===== src/rtl/sort4_seq_ctrl_if.sv =====
// Handshake and sorter-port bundle for sort4_seq_ctrl.
// The master modport is the sequencer side; the slave modport is the producer/consumer/sorter side.
interface sort4_seq_ctrl_if #(
  parameter int WIDTH = 4
);
  logic             clr;
  logic [WIDTH-1:0] in_data;
  logic             in_valid;
  logic             in_ready;
  logic [WIDTH-1:0] srt_a;
  logic [WIDTH-1:0] srt_b;
  logic [WIDTH-1:0] srt_c;
  logic [WIDTH-1:0] srt_d;
  logic [WIDTH-1:0] srt_ra;
  logic [WIDTH-1:0] srt_rb;
  logic [WIDTH-1:0] srt_rc;
  logic [WIDTH-1:0] srt_rd;
  logic [WIDTH-1:0] out_data;
  logic             out_valid;
  logic             out_ready;
  logic             out_last;
  logic [7:0]       frame_cnt;

  modport master (
    input  clr, in_data, in_valid, srt_ra, srt_rb, srt_rc, srt_rd, out_ready,
    output in_ready, srt_a, srt_b, srt_c, srt_d, out_data, out_valid, out_last, frame_cnt
  );

  modport slave (
    output clr, in_data, in_valid, srt_ra, srt_rb, srt_rc, srt_rd, out_ready,
    input  in_ready, srt_a, srt_b, srt_c, srt_d, out_data, out_valid, out_last, frame_cnt
  );
endinterface


===== src/rtl/sort4_seq_ctrl.sv =====
// Sequencer time-sharing one external combinational 4-input sorter across a serial word stream.
// Define SORT4_SEQ_DESC_EN to drain each frame in descending order (r3..r0).
module sort4_seq_ctrl #(
  parameter int WIDTH = 4
) (
  input logic              clk,
  input logic              rst,
  sort4_seq_ctrl_if.master bus
);

  typedef enum logic [1:0] {
    LOAD  = 2'd0,
    SORT  = 2'd1,
    DRAIN = 2'd2
  } state_t;

  state_t                state_q, state_d;
  logic [1:0]            loadIdx_q, loadIdx_d;
  logic [1:0]            drainIdx_q, drainIdx_d;
  logic [3:0][WIDTH-1:0] opnd_q, opnd_d;
  logic [3:0][WIDTH-1:0] res_q, res_d;
  logic [7:0]            frameCnt_q, frameCnt_d;
  logic [1:0]            drainSel;

  always_ff @(posedge clk or posedge rst) begin
    if (rst) begin
      state_q    <= LOAD;
      loadIdx_q  <= '0;
      drainIdx_q <= '0;
      opnd_q     <= '0;
      res_q      <= '0;
      frameCnt_q <= '0;
    end else begin
      state_q    <= state_d;
      loadIdx_q  <= loadIdx_d;
      drainIdx_q <= drainIdx_d;
      opnd_q     <= opnd_d;
      res_q      <= res_d;
      frameCnt_q <= frameCnt_d;
    end
  end

  // Two-bit indices wrap 3 -> 0 on their own, which closes each load and drain pass.
  always_comb begin
    state_d    = state_q;
    loadIdx_d  = loadIdx_q;
    drainIdx_d = drainIdx_q;
    opnd_d     = opnd_q;
    res_d      = res_q;
    frameCnt_d = frameCnt_q;
    if (bus.clr) begin
      state_d    = LOAD;
      loadIdx_d  = '0;
      drainIdx_d = '0;
    end else begin
      case (state_q)
        LOAD: begin
          if (bus.in_valid) begin
            opnd_d[loadIdx_q] = bus.in_data;
            loadIdx_d         = loadIdx_q + 2'd1;
            if (loadIdx_q == 2'd3) begin
              state_d = SORT;
            end
          end
        end
        SORT: begin
          res_d      = {bus.srt_rd, bus.srt_rc, bus.srt_rb, bus.srt_ra};
          drainIdx_d = '0;
          state_d    = DRAIN;
        end
        DRAIN: begin
          if (bus.out_ready) begin
            drainIdx_d = drainIdx_q + 2'd1;
            if (drainIdx_q == 2'd3) begin
              frameCnt_d = frameCnt_q + 8'd1;
              state_d    = LOAD;
            end
          end
        end
        default: begin
          state_d = LOAD;
        end
      endcase
    end
  end

`ifdef SORT4_SEQ_DESC_EN
  assign drainSel = 2'd3 - drainIdx_q;
`else
  assign drainSel = drainIdx_q;
`endif

  // in_ready is held low during reset so no word is consumed before the block is live.
  assign bus.in_ready  = (state_q == LOAD) && !rst;
  assign bus.out_valid = (state_q == DRAIN);
  assign bus.out_last  = (state_q == DRAIN) && (drainIdx_q == 2'd3);
  assign bus.out_data  = (state_q == DRAIN) ? res_q[drainSel] : '0;
  assign bus.srt_a     = opnd_q[0];
  assign bus.srt_b     = opnd_q[1];
  assign bus.srt_c     = opnd_q[2];
  assign bus.srt_d     = opnd_q[3];
  assign bus.frame_cnt = frameCnt_q;

endmodule


===== src/flat_wrapper.sv =====
// flat-port wrapper written by rule: the top's interface ports become plain ports
module sort4_seq_ctrl_flat 
#(
  parameter int WIDTH = 4
)
  (clk, rst, bus_clr, bus_in_data, bus_in_valid, bus_srt_ra, bus_srt_rb, bus_srt_rc, bus_srt_rd, bus_out_ready, bus_in_ready, bus_srt_a, bus_srt_b, bus_srt_c, bus_srt_d, bus_out_data, bus_out_valid, bus_out_last, bus_frame_cnt);
  sort4_seq_ctrl_if #(.WIDTH(WIDTH)) bus_i ();
  input logic clk;
  input logic rst;
  input wire logic [$bits(bus_i.clr)-1:0] bus_clr;
  input wire logic [$bits(bus_i.in_data)-1:0] bus_in_data;
  input wire logic [$bits(bus_i.in_valid)-1:0] bus_in_valid;
  input wire logic [$bits(bus_i.srt_ra)-1:0] bus_srt_ra;
  input wire logic [$bits(bus_i.srt_rb)-1:0] bus_srt_rb;
  input wire logic [$bits(bus_i.srt_rc)-1:0] bus_srt_rc;
  input wire logic [$bits(bus_i.srt_rd)-1:0] bus_srt_rd;
  input wire logic [$bits(bus_i.out_ready)-1:0] bus_out_ready;
  output wire logic [$bits(bus_i.in_ready)-1:0] bus_in_ready;
  output wire logic [$bits(bus_i.srt_a)-1:0] bus_srt_a;
  output wire logic [$bits(bus_i.srt_b)-1:0] bus_srt_b;
  output wire logic [$bits(bus_i.srt_c)-1:0] bus_srt_c;
  output wire logic [$bits(bus_i.srt_d)-1:0] bus_srt_d;
  output wire logic [$bits(bus_i.out_data)-1:0] bus_out_data;
  output wire logic [$bits(bus_i.out_valid)-1:0] bus_out_valid;
  output wire logic [$bits(bus_i.out_last)-1:0] bus_out_last;
  output wire logic [$bits(bus_i.frame_cnt)-1:0] bus_frame_cnt;
  assign bus_i.clr = bus_clr;
  assign bus_i.in_data = bus_in_data;
  assign bus_i.in_valid = bus_in_valid;
  assign bus_i.srt_ra = bus_srt_ra;
  assign bus_i.srt_rb = bus_srt_rb;
  assign bus_i.srt_rc = bus_srt_rc;
  assign bus_i.srt_rd = bus_srt_rd;
  assign bus_i.out_ready = bus_out_ready;
  assign bus_in_ready = bus_i.in_ready;
  assign bus_srt_a = bus_i.srt_a;
  assign bus_srt_b = bus_i.srt_b;
  assign bus_srt_c = bus_i.srt_c;
  assign bus_srt_d = bus_i.srt_d;
  assign bus_out_data = bus_i.out_data;
  assign bus_out_valid = bus_i.out_valid;
  assign bus_out_last = bus_i.out_last;
  assign bus_frame_cnt = bus_i.frame_cnt;
  sort4_seq_ctrl #(.WIDTH(WIDTH)) u_core (.clk(clk), .rst(rst), .bus(bus_i));
endmodule

===== config.mk =====
export PLATFORM = sky130hd
export DESIGN_NAME = sort4_seq_ctrl_flat
export DESIGN_NICKNAME = d
export VERILOG_FILES = /design/src/rtl/sort4_seq_ctrl_if.sv /design/src/rtl/sort4_seq_ctrl.sv /design/src/flat_wrapper.sv
export SDC_FILE = /design/constraint.sdc
export NUM_CORES = 1
export LEC_CHECK = 0
export CELL_PAD_IN_SITES_DETAIL_PLACEMENT = 0
export CELL_PAD_IN_SITES_GLOBAL_PLACEMENT = 1
export CORE_MARGIN = 2
export CORE_UTILIZATION = 41
export DETAILED_ROUTE_END_ITERATION = 12
export GPL_TIMING_DRIVEN = 0
export PLACE_DENSITY_LB_ADDON = 0.1
export SYNTH_ARGS = -nofsm -noshare
export SYNTH_HDL_FRONTEND = slang
export SYNTH_SLANG_ARGS = --single-unit

===== constraint.sdc =====
create_clock -name clk -period 4.5 [get_ports clk]
set_clock_uncertainty 0.1 [all_clocks]
set_input_delay 0.675 -clock clk [delete_from_list [all_inputs] [get_ports clk]]
set_output_delay 0.675 -clock clk [all_outputs]
set_load 0.01 [all_outputs]

==> impl_metrics.toml <==
[sta]
fin_tns_setup_ps = 0
fin_crit_sh = 0.668
period_needed_ps = 3010
relSlewSlack = 0.678
max_slew.worst_pin.slew_ps = 483
max_freq_ghz = 0.333
final_hold_viol_count = 0
setup_ws_ps = 1490
rsz0062_at_grt = "false"
drv_slew = 0
setup_violations = 0

[synth]
avgSynthCellArea_um2 = 13.7
ys.flop_type = "dfrtp_1"
yosysUniqueCellTypes = 28
ys_seq_area_frac = 0.555
yosys-top-cells-count = "dfrtp_1 (46), mux2_2 (33), nand2_1 (8)"
synth-seq-cells = 46
synthTopCellsByArea = "dfrtp_1 (55%), mux2_2 (18%), mux4_2 (4.3%)"
synth.most_common_cell = "dfrtp_1"
synth_top_area_frac = 0.555
synth_largest_area_cell = "dfrtp_1"
synth_area_mm2 = 0.00208
synth_edf_count = 0
synth_cells = 152
syn_nets = 183
async_reset_ff_frac = 1.00
ys_warn_count = 0

[detailed_routing]
drt-met1-wl_um = 1810
remaining_drc_errors = 0
wl_per_cell_um = 15.2
dr.pass1.iters = 4
vias_per_cell = 4.96
drt_iter0_drc = 91
dr_wl_met2_um = 2190
postRouteAntennaNets = 0
top_layer_used = "met4"
vias = 1403
met3_length_um = 250
postRouteWirelength_um = 4320

[cts]
cts_made_buffers = 5
holdBufCountCts = 0
htreeDepth = 2
cts_root_buf = "clkbuf_8"
tritoncts = "built"
postCtsSetupRepairBufs = 0
cts_sinks = 46
clock_path_buffers = 2
clk_latency_ps = 290
cts.clk_slew.worst_paths_ps = 80
ctsResizeCount = 0

[run]
maxCapViolCount = 0

[worst_setup_path]
worstPathArrival_ps = 2230
startpoint = "u_core.drainIdx_q[0]"
rrSetupSlack_ps = 2730
crit_fanout = 7
rr_worst_depth = 4
cp-endpoint = "bus_out_data[2]"
end_kind = "output pin"
required_ps = 3720
timing.rr.start = "u_core.drainIdx_q[1]"
reg2reg_to = "u_core.bus.frame_cnt[1]"
startpoint_type = "flip-flop"
crit_type = "reg -> out"

[global_routing]
grt_pass1_vias = 1471
grt.total_usage = 0.173
grt_pass1_wl_um = 7200
grt_max_degree = 28
grt_overflow = 0
antenna_found_initial = 0

[die]
dieWidth_um = 75.2
die_h_um = 75.2
placement_rows = 25
start_util = 0.431
core-area_mm2 = 0.00482
ios = 56
fp.dieArea_mm2 = 0.00565

[hold_path]
hp-class = "reg -> reg"

[place]
place_congestion = 0.763
place_ws_ps = 1790
dpl.hpwl_um = 3280
place_area_mm2 = 0.00273
io_buffers = 55

[status]
status = "complete, no violations"

[final_layout]
final_core_utilization = 0.586
register_area_mm2 = 0.00115
fill_cells = 414
drive_above_1_share = 0.236
finalInstanceArea_mm2 = 0.00282
diodes = 0
nets = 246
area_delta_synth_final_pct = 35.9
multi_input_comb_area_um2 = 878

[pwr]
fin_total_pwr_uw = 1000
p_leak_uw = 0.00129
peakVddDrop_mv = 0.250
power_density_mw_per_mm2 = 355
[logic make-up (layout without fill, tap and decap cells)]
group	after synthesis	count (layout)	share of synthesized area
mux	38	38	0.227
fa+ha+maj	6	6	0.0362
simple gates	38	38	0.113
buf+inv	11	75	0.0223
flops	46	46	0.555
xor+xnor	8	8	0.0338
compound gates	5	5	0.0133
[layout by cell type, fill, tap and decap left out]
master	count
clkdlybuf4s50_1	55
dfrtp_1	46
mux2_2	33
nand2_1	8
ha_1	6
clkbuf_8	6
xnor2_1	5
nor2_1	5
and2_1	5
clkbuf_1	4
buf_2	4
mux4_2	4
nand3_1	4
a21oi_1	3
inv_1	3
nor2b_1	3
xor2_1	3
a31oi_1	2
nor3_1	2
nand4b_1	2
nor4bb_1	1
nor4b_4	1
nor3b_1	1
inv_2	1
mux2i_1	1
and4b_1	1
and3b_1	1
and4_1	1
nand4_1	1
nand2b_1	1
and3_1	1
clkinv_2	1
buf_12	1
[flip-flops by register name, indices dropped and copies added (netlist names)]
name                  flops
u_core.bus.srt_d          4
u_core.loadIdx_q          2
u_core.res_q             16
u_core.bus.srt_c          4
u_core.state_q            2
u_core.bus.srt_a          4
u_core.bus.srt_b          4
u_core.bus.frame_cnt      8
u_core.drainIdx_q         2
[final cells by class]
cell class,instances,share of cell area
Timing Repair Buffer,56,0.202
Inverter,4,0.00532
Clock inverter,1,0.00177
Buffer,7,0.0111
Tap cell,67,0.0297
Clock buffer,7,0.0306
Sequential cell,46,0.408
Multi-Input combinational cell,95,0.311
[worst min path at each step]
stage / cells past startpoint / startpoint / to
2_1_floorplan: 1 / u_core.res_q[10] / u_core.res_q[10]
3_3_place_gp: 1 / u_core.bus.frame_cnt[7] / u_core.bus.frame_cnt[7]
3_5_place_dp: 1 / u_core.bus.frame_cnt[7] / u_core.bus.frame_cnt[7]
4_1_cts: 1 / u_core.bus.frame_cnt[7] / u_core.bus.frame_cnt[7]
5_1_grt: 1 / u_core.bus.srt_d[1] / u_core.bus.srt_d[1]
6_report: 1 / u_core.bus.frame_cnt[7] / u_core.bus.frame_cnt[7]
[per-layer routing]
metal  track usage  vias up
li1              -      660
met1         0.210      695
met2         0.295       41
met3        0.0428        7
met4        0.0702        0
met5             0        -
[metrics by stage]
| step | std cells | hold WS (ps) |
|---|---|---|
| detailed placement | 275 | 393 |
| global route | 283 | 424 |
| global placement | 274 | 363 |
| floorplan | 152 | 375 |
| finish | 283 | 389 |
| CTS | 283 | 405 |
[worst max-delay path, stage by stage (launching register included)]
cell             delay [ps]
dfrtp_1                 350
clkbuf_1                390
mux4_2                  560
and2_1                  170
clkdlybuf4s50_1         470
[report_power, final]
part	switching [uW]	internal [uW]	total, uW
Clock	133	124	257
Combinational	80.7	152	233
Sequential	35.3	476	512
Note: power is estimated with default switching activity, not from simulation.
